===== config.mk =====
export PLATFORM = sky130hd
export DESIGN_NAME = rgb_pwm_driver_flat
export DESIGN_NICKNAME = d
export VERILOG_FILES = /design/src/rtl/rgb_pwm_driver_if.sv /design/src/rtl/rgb_pwm_driver.sv /design/src/flat_wrapper.sv
export SDC_FILE = /design/constraint.sdc
export NUM_CORES = 1
export LEC_CHECK = 0
export ABC_AREA = 1
export BUFFER_PORTS_ARGS = -buffer_cell sky130_fd_sc_hd__buf_4
export CAP_MARGIN = 20
export CORE_MARGIN = 10
export CORE_UTILIZATION = 45
export CTS_BUF_LIST = sky130_fd_sc_hd__clkbuf_8
export DETAILED_ROUTE_END_ITERATION = 10
export PLACE_DENSITY = 0.64
export SLEW_MARGIN = 5
export SYNTH_ARGS = -nofsm -noshare
export SYNTH_HDL_FRONTEND = slang
export SYNTH_SLANG_ARGS = --single-unit

===== constraint.sdc =====
create_clock -name clk -period 3.8 [get_ports clk]
set_input_delay 0.76 -clock clk [delete_from_list [all_inputs] [get_ports clk]]
set_output_delay 0.76 -clock clk [all_outputs]
set_load 0.05 [all_outputs]

===== src/rtl/rgb_pwm_driver_if.sv =====
`default_nettype none
// ============================================================================
// Interface : rgb_pwm_driver_if
// Purpose   : Read port of the colour->RGB block memory (enable, address, data).
// Revision  : 1.0
// ============================================================================
interface rgb_pwm_driver_if;
    logic        mem_en;
    logic [2:0]  mem_addr;
    logic [23:0] mem_rgb;

    modport master (
        output mem_en,
        output mem_addr,
        input  mem_rgb
    );

    modport slave (
        input  mem_en,
        input  mem_addr,
        output mem_rgb
    );
endinterface
`default_nettype wire


===== src/rtl/rgb_pwm_driver.sv =====
`default_nettype none
// ============================================================================
// Module   : rgb_pwm_driver
// Purpose  : Fetches a 24-bit RGB code from the colour memory and drives three
//            double-buffered 8-bit PWM outputs. Define RGB_PWM_INVERT_EN for
//            active-low (common-anode) outputs.
// Revision : 1.0
// ============================================================================
module rgb_pwm_driver #(
    parameter int PRESCALE = 1,
    parameter int MEM_LAT  = 1
) (
    input  wire              clk,
    input  wire              rst_n,
    input  wire [2:0]        colour_sel,
    input  wire              load,
    input  wire              stop,
    rgb_pwm_driver_if.master mem,
    output logic             pwm_r,
    output logic             pwm_g,
    output logic             pwm_b,
    output logic             busy,
    output logic             period_done
);

    localparam int c_PRE_W = (PRESCALE > 1) ? $clog2(PRESCALE) : 1;
    localparam int c_LAT_W = (MEM_LAT > 1) ? $clog2(MEM_LAT) : 1;
    localparam logic [c_PRE_W-1:0] c_PRE_MAX = c_PRE_W'(PRESCALE - 1);
    localparam logic [c_LAT_W-1:0] c_LAT_MAX = c_LAT_W'(MEM_LAT - 1);

`ifdef RGB_PWM_INVERT_EN
    localparam logic [2:0] c_PWM_IDLE = 3'b111;
`else
    localparam logic [2:0] c_PWM_IDLE = 3'b000;
`endif

    typedef enum logic [1:0] {
        S_IDLE  = 2'd0,
        S_FETCH = 2'd1,
        S_WAIT  = 2'd2,
        S_RUN   = 2'd3
    } state_t;

    state_t               r_state;
    logic                 r_from_run;
    logic [7:0]           r_cnt;
    logic [c_PRE_W-1:0]   r_pre;
    logic [c_LAT_W-1:0]   r_lat;
    logic [23:0]          r_shadow;
    logic [23:0]          r_act;
    logic [2:0]           r_addr;
    logic                 r_mem_en;
    logic                 r_busy;
    logic                 r_period_done;
    logic [2:0]           r_pwm;

    state_t               w_state_nxt;
    logic                 w_from_run_nxt;
    logic [7:0]           w_cnt_nxt;
    logic [c_PRE_W-1:0]   w_pre_nxt;
    logic [c_LAT_W-1:0]   w_lat_nxt;
    logic [23:0]          w_shadow_nxt;
    logic [23:0]          w_act_nxt;
    logic [2:0]           w_addr_nxt;
    logic                 w_mem_en_nxt;
    logic                 w_running;
    logic                 w_step;
    logic                 w_wrap;
    logic                 w_live_nxt;
    logic [2:0]           w_pwm_nxt;

    // The PWM timebase keeps running through a refetch started from RUN.
    assign w_running = (r_state == S_RUN) ||
                       (r_from_run && ((r_state == S_FETCH) || (r_state == S_WAIT)));
    assign w_step    = w_running && (r_pre == c_PRE_MAX);
    assign w_wrap    = w_step && (r_cnt == 8'hFF);

    always_comb begin
        w_state_nxt    = r_state;
        w_from_run_nxt = r_from_run;
        w_cnt_nxt      = r_cnt;
        w_pre_nxt      = r_pre;
        w_lat_nxt      = r_lat;
        w_shadow_nxt   = r_shadow;
        w_act_nxt      = r_act;
        w_addr_nxt     = r_addr;
        w_mem_en_nxt   = 1'b0;

        if (w_running) begin
            if (w_step) begin
                w_pre_nxt = '0;
                w_cnt_nxt = r_cnt + 8'd1;
            end else begin
                w_pre_nxt = r_pre + 1'b1;
            end
            if (w_wrap) begin
                w_act_nxt = r_shadow;
            end
        end

        if (stop) begin
            w_state_nxt    = S_IDLE;
            w_from_run_nxt = 1'b0;
            w_cnt_nxt      = 8'd0;
            w_pre_nxt      = '0;
        end else begin
            case (r_state)
                S_IDLE, S_RUN: begin
                    if (load) begin
                        w_state_nxt    = S_FETCH;
                        w_from_run_nxt = (r_state == S_RUN);
                        w_addr_nxt     = colour_sel;
                        w_mem_en_nxt   = 1'b1;
                    end
                end
                S_FETCH: begin
                    w_state_nxt = S_WAIT;
                    w_lat_nxt   = c_LAT_MAX;
                end
                S_WAIT: begin
                    if (r_lat == '0) begin
                        w_state_nxt    = S_RUN;
                        w_from_run_nxt = 1'b0;
                        w_shadow_nxt   = mem.mem_rgb;
                        // Fresh start applies the colour at once; a refetch waits for the wrap.
                        if (!r_from_run) begin
                            w_act_nxt = mem.mem_rgb;
                            w_cnt_nxt = 8'd0;
                            w_pre_nxt = '0;
                        end
                    end else begin
                        w_lat_nxt = r_lat - 1'b1;
                    end
                end
                default: ;
            endcase
        end

        w_live_nxt = (w_state_nxt == S_RUN) ||
                     (w_from_run_nxt && (w_state_nxt != S_IDLE));
        w_pwm_nxt  = 3'b000;
        if (w_live_nxt) begin
            w_pwm_nxt = {(w_cnt_nxt < w_act_nxt[23:16]),
                         (w_cnt_nxt < w_act_nxt[15:8]),
                         (w_cnt_nxt < w_act_nxt[7:0])};
        end
    end

    always_ff @(posedge clk or negedge rst_n) begin
        if (!rst_n) begin
            r_state       <= S_IDLE;
            r_from_run    <= 1'b0;
            r_cnt         <= 8'd0;
            r_pre         <= '0;
            r_lat         <= '0;
            r_shadow      <= 24'd0;
            r_act         <= 24'd0;
            r_addr        <= 3'd0;
            r_mem_en      <= 1'b0;
            r_busy        <= 1'b0;
            r_period_done <= 1'b0;
            r_pwm         <= c_PWM_IDLE;
        end else begin
            r_state       <= w_state_nxt;
            r_from_run    <= w_from_run_nxt;
            r_cnt         <= w_cnt_nxt;
            r_pre         <= w_pre_nxt;
            r_lat         <= w_lat_nxt;
            r_shadow      <= w_shadow_nxt;
            r_act         <= w_act_nxt;
            r_addr        <= w_addr_nxt;
            r_mem_en      <= w_mem_en_nxt;
            r_busy        <= (w_state_nxt == S_FETCH) || (w_state_nxt == S_WAIT);
            r_period_done <= w_wrap;
            r_pwm         <= w_pwm_nxt ^ c_PWM_IDLE;
        end
    end

    assign mem.mem_en   = r_mem_en;
    assign mem.mem_addr = r_addr;
    assign pwm_r        = r_pwm[2];
    assign pwm_g        = r_pwm[1];
    assign pwm_b        = r_pwm[0];
    assign busy         = r_busy;
    assign period_done  = r_period_done;

endmodule
`default_nettype wire


===== src/flat_wrapper.sv =====
// flat-port wrapper written by rule: the top's interface ports become plain ports
module rgb_pwm_driver_flat 
#(
    parameter int PRESCALE = 1,
    parameter int MEM_LAT  = 1
)
  (clk, rst_n, colour_sel, load, stop, pwm_r, pwm_g, pwm_b, busy, period_done, mem_mem_en, mem_mem_addr, mem_mem_rgb);
  rgb_pwm_driver_if mem_i ();
  input  wire clk;
  input  wire rst_n;
  input  wire [2:0] colour_sel;
  input  wire load;
  input  wire stop;
  output logic pwm_r;
  output logic pwm_g;
  output logic pwm_b;
  output logic busy;
  output logic period_done;
  output wire logic [$bits(mem_i.mem_en)-1:0] mem_mem_en;
  output wire logic [$bits(mem_i.mem_addr)-1:0] mem_mem_addr;
  input wire logic [$bits(mem_i.mem_rgb)-1:0] mem_mem_rgb;
  assign mem_mem_en = mem_i.mem_en;
  assign mem_mem_addr = mem_i.mem_addr;
  assign mem_i.mem_rgb = mem_mem_rgb;
  rgb_pwm_driver #(.PRESCALE(PRESCALE), .MEM_LAT(MEM_LAT)) u_core (.clk(clk), .rst_n(rst_n), .colour_sel(colour_sel), .load(load), .stop(stop), .mem(mem_i), .pwm_r(pwm_r), .pwm_g(pwm_g), .pwm_b(pwm_b), .busy(busy), .period_done(period_done));
endmodule

==> results of run 1 <==
## registers in the layout (all words and copies together), names as in the netlist
register / flops
u_core.r_cnt: 8
u_core.r_pre: 1
u_core.r_state: 2
u_core.mem.mem_en: 1
u_core.r_pwm: 3
u_core.period_done: 1
u_core.mem.mem_addr: 3
u_core.busy: 1
u_core.r_shadow: 24
u_core.r_act: 24
u_core.r_from_run: 1
## worst max path at each step
stage                      endpoint  cells past startpoint  slack [ps]              start
floorplan           u_core.r_pwm[2]                     15        1250  u_core.r_state[0]
global placement    u_core.r_pwm[2]                     13         910  u_core.r_state[0]
detailed placement  u_core.r_pwm[2]                     13         790  u_core.r_state[0]
CTS                 u_core.r_pwm[2]                     13         770  u_core.r_state[0]
global route        u_core.r_pwm[2]                     13         450  u_core.r_state[0]
finish              u_core.r_pwm[2]                     13         780  u_core.r_state[0]
## power breakdown
part	switching (mW)	total (mW)	internal, mW
Sequential	0.0994	1.12	1.02
Combinational	0.782	1.22	0.433
Clock	0.302	0.741	0.439
## per-layer routing
layer	global-route usage	vias up
met3	0.03009	10
met5	0	-
li1	-	1416
met4	0.06780	0
met1	0.1694	1269
met2	0.2254	37
## cells in the mapped netlist
cell type,instances
o211ai_1,3
nand3_1,14
clkbuf_1,1
inv_1,51
a21oi_4,1
a211oi_1,1
o21ai_2,16
nor2_1,43
nor3_1,1
nand2_2,1
inv_2,23
buf_6,1
xor2_1,2
buf_2,4
nor2_2,1
xnor2_1,1
o21ai_0,3
o21ai_1,27
buf_1,7
nand2_1,51
a21o_1,1
nor3b_1,2
nor3_2,1
and3_1,1
dfrtp_1,69
a21oi_1,61
ha_1,27
## stage by stage
step / area (um2) / hold slack (ps) / util / worst slack, ps / power (mW)
after global placement: 3925 / 457.0 / 0.5106 / 907.6 / 2.296
after floorplan: 3551 / 463.1 / - / 1255 / 2.028
after detailed placement: 3953 / 460.6 / 0.5142 / 785.2 / 2.366
after CTS: 4199 / 479.9 / 0.5462 / 766.9 / 3.113
after global routing: 4199 / 506.9 / 0.5462 / 449.1 / 3.342
final: 4199 / 472.6 / 0.5462 / 784.4 / 3.076
## tightest hold or removal path, cell delays in order, from the launching register on
cell and delay, ps:
dfrtp_1 350, nand2_1 50, nand2_1 40
## layout make-up
class,instances,area (um2)
timing repair buffer,42,335.3
clock inverter,7,122.6
sequential,69,1727
multi-input combinational,258,1485
tap,102,127.6
fill,716,3488
clock buffer,9,123.9
inverter,74,277.8
## kinds of logic (layout without fill, tap and decap cells)
group                      Yosys count  count (layout)
AOI/OAI and AO/OA                  113             113
xor gates and xnor gates             3               3
adders and majority gates           27              27
buffers and inverters               87             132
DFF                                 69              69
and+or+nand+nor                    115             115
==> results.ini, run 1 <==
[placed_design]
gp_congestion=0.8157
port_buffers=39
dp_cells=545
hpwl_um=5408

[drt]
met1Wirelength_um=3504
top_layer=met4
vias_per_cell=4.870
wl_per_cell_um=13.37
dr_wl_met3_um=280
drtIter0Drc=67
vias=2732
drc=0
met2_length_um=3577
drt_pass1_iterations=4
drt_wl_total_um=7501
ant_nets=0

[synthesis]
synth_compound_area_frac=0.1829
syn_area_mm2=0.003551
synth_top_family_by_area=compound AO/OA/AOI/OAI gates
yosysTopAreaCell=dfrtp_1
synth_top_area_frac=0.4863
netlist_top_cells_area=dfrtp_1 49%, ha_1 9.5%, a21oi_1 8.6%
syn_nets=472
yosys.area_share.simple=0.1328
synth_fa_ha_area_frac=0.09514
syn_area_per_cell_um2=8.577
ys_warn_count=0
synth_xor_area_frac=0.007400
synth.area.mux_share=0
ys_seq_elements=69
synthCells=414
seq_area_frac_synth=0.4863
synth.distinct_cells=27

[die]
rows=32
fp.dieH_um=108.8
start_util=0.4619
core_area_mm2=0.007687
fp.dieW_um=108.8
num_io_pins=40
die_area_mm2=0.01184

[pwr]
ir_drop_uv=279.2
leakagePower_nw=2.178
pwr_density_cell_mw_per_mm2=732.6

[grt]
gr-total-overflow=0
grt_usage=0.1380
grt_pass1_vias=2797
grt_max_degree=70
grt_pass1_wl_um=13010
antenna_found_initial=0

[critical_path]
cp-start-kind=register
crit_chain=inv_1, ha_1, inv_2, nand2_1, a21oi_4, nand2_2, a21oi_1, o21ai_1, o21ai_1, ha_1, a21oi_1, nand2_1, a21oi_1
r2r-end=u_core.r_pwm[2]
critPathBufInv=2
critPathCaptureType=register
cp.arrival_ps=3290
cpMostUsedCell=a21oi_1
cpMaxStageDelayCell=nand2_2
crit_type=reg2reg
cpPeakStageDelay_ps=520
r2r_slack_ps=780
worst_r2r_startpoint=u_core.r_state[0]
reg2reg_depth=13
cp.required_ps=4080
worst-path-max-fanout=46
cpLargestDelayFamily=compound AO/OA/AOI/OAI gates

[clock_network]
cts_root_buffer=clkbuf_8
cts_sinks=69
clockBufferDepth=2
cts_resized=0
postCtsSetupRepairBufs=0
htree_levels=3
ctsHoldBuffers=0
numCtsBuffers=9
path_clk_slew_ps=80
clock_latency_ps=350
cts_tree=built

[sta]
tns_ps=0
worst_pin_slew_ps=864.4
skew_ps=7.509
rsz0062_at_grt=false
hold_viol_final=0
maxSlewViolCount=0
slew_headroom=0.4237
finalSetupViolCount=0
fmax_mhz=331.6
period_share=0.7936
min_period_ps=3016

[hold_path]
hold_class=reg2reg
min_to=u_core.mem.mem_addr[0]
holdCritStartpoint=u_core.mem.mem_addr[0]
hold_depth=2

[finish]
area_growth_pct=18.25
most-common-layout-cells=69 x dfrtp_1, 61 x a21oi_1, 51 x inv_1, 51 x nand2_1, 43 x nor2_1
final_common_cell=dfrtp_1
final_cells=561
n_antenna_cell=0
final_nets=512
final_layout_size_suffix_gt1_frac=0.2200

[status]
status=complete, no violations

[job]
max_cap_violations=0

(Power assumes the default switching activity.)
==> inputs of run 2 (changes only) <==
clock period = 3 ns   (was 3.8 ns; I/O delays follow)
==> run 2 against run 1 <==
Sequential power up 27%. Critical path type unchanged. Clock power is 3.9% lower. Sequential cell count stayed put. Hold slack got worse by 110 ps. Largest power group unchanged.
==> results.ini, run 2 (synthesis gave the netlist of run 1 again) <==
[status]
status=complete, no violations

[clock_network]
htree_levels=3
cts_resized=0
clock_latency_ps=340
postCtsSetupRepairBufs=0
path_clk_slew_ps=70
cts_sinks=69
ctsHoldBuffers=0
cts_root_buffer=clkbuf_8
clockBufferDepth=2
cts_tree=built
numCtsBuffers=9

[sta]
worst_pin_slew_ps=862.4
rsz0062_at_grt=true
maxSlewViolCount=0
finalSetupViolCount=0
fmax_mhz=360.7
period_share=0.9241
slew_headroom=0.4251
hold_viol_final=0
fin_ws_ps=227.7
skew_ps=5.718
min_period_ps=2772
worst_hold_slack_ps=363.8

[critical_path]
cp.required_ps=3270
critPathCaptureType=register
cpMaxStageDelayCell=dfrtp_1
cp-start-kind=register
crit_type=reg2reg
cpPeakStageDelay_ps=390
crit_chain=inv_1, ha_1, inv_2, nand2_1, a21oi_4, inv_2, nor2_2, and3_1, nand3_1, xor2_1, nor2_2, ha_1, a21oi_1, o211ai_1, a21oi_1
cp.arrival_ps=3040
cpLargestDelayFamily=simple AND/OR/NAND/NOR gates
worst-path-max-fanout=7
critPathBufInv=3

[pwr]
leakagePower_nw=2.164
p_clk_frac=0.195
p_switching_mw=1.445
combPwrFrac=0.417
ir_drop_uv=358.4
pwr_density_cell_mw_per_mm2=881.2
internal_power_mw=2.203
seq_power_share=0.388
p_sw_frac=0.3961
totalPowerFinal_mw=3.647

[drt]
ant_nets=0
drt_wl_total_um=7312
wl_per_cell_um=12.99
drtIter0Drc=88
vias=2754
drc=0
vias_per_cell=4.892
drt_pass1_iterations=4

[grt]
gr-total-overflow=0
antenna_found_initial=0
grt_max_degree=70
grt_usage=0.1326
grt_pass1_wl_um=12400
grt_pass1_vias=2591

[placed_design]
port_buffers=39
dp_cells=548
place_ws_ps=173.8
hpwl_um=5356
gp_congestion=0.8340

[finish]
final_cells=563
final_common_cell=dfrtp_1
most-common-layout-cells=69 x dfrtp_1, 61 x a21oi_1, 51 x inv_1, 51 x nand2_1, 45 x buf_4
n_antenna_cell=0
reg.largest.list=u_core.r_act (24), u_core.r_shadow (24), u_core.r_cnt (8)
final_nets=515
utilization=0.5384
final_layout_size_suffix_gt1_frac=0.2278
area_growth_pct=16.56

[die]
die_area_mm2=0.01184
start_util=0.4619
rows=32
fp.dieW_um=108.8
core_area_mm2=0.007687
fp.dieH_um=108.8
num_io_pins=40

[hold_path]
hold_class=in2async

[job]
max_cap_violations=0

==> run 2: cell types whose count changed in the layout (fill, tap and decap cells not counted) <==
cell / delta
bufinv_16: -2
clkinvlp_4: -2
clkinv_2: +5
inv_6: -1
clkinv_4: -1
nor2_1: -2
nor2_2: +2
buf_16: -1
buf_4: +4
==> run 2: cell type report <==
type / instances / area [um2]
clock buffer: 9 / 123.9
clock inverter: 6 / 55.05
fill: 746 / 3548
inverter: 74 / 277.8
multi-input combinational: 258 / 1490
sequential: 69 / 1727
tap: 102 / 127.6
timing repair buffer: 45 / 337.8
==> run 2: final timing paths <==
path	from	endpoint	slack, ps	depth (start not counted)
worst min-delay path	rst_n	u_core.r_act[17]	360	1
min in group clk	colour_sel[2]	u_core.mem.mem_addr[2]	460	3
max in group asynchronous	rst_n	u_core.r_pre	2060	1
worst max register to register	u_core.r_state[0]	u_core.r_pwm[0]	230	15
worst max-delay path	u_core.r_state[0]	u_core.r_pwm[0]	230	15
worst min register to register	u_core.mem.mem_addr[0]	u_core.mem.mem_addr[0]	480	2
==> run 2: power groups by stage <==
stage          clock, mW  combinational (mW)  sequential, mW
2_1_floorplan          0               0.995            1.57
3_3_place_gp           0                1.49            1.42
3_5_place_dp           0                1.54            1.44
4_1_cts            0.742                1.55            1.42
5_1_grt            0.789                1.74            1.45
6_report           0.712                1.52            1.42
==> run 2: stage by stage <==
stage | TNS [ps] | instance area [um2]
floorplan | 0 | 3551
global placement | 0 | 3955
detailed placement | 0 | 3955
CTS | 0 | 4134
global route | -6.085 | 4139
finish | 0 | 4139
==> run 2: layer usage <==
metal | part of all wire | global-route usage
met3 | 0.033 | 0.03481
met5 | 0 | 0
met4 | 0.0092 | 0.05461
met1 | 0.47 | 0.1654
met2 | 0.48 | 0.2138
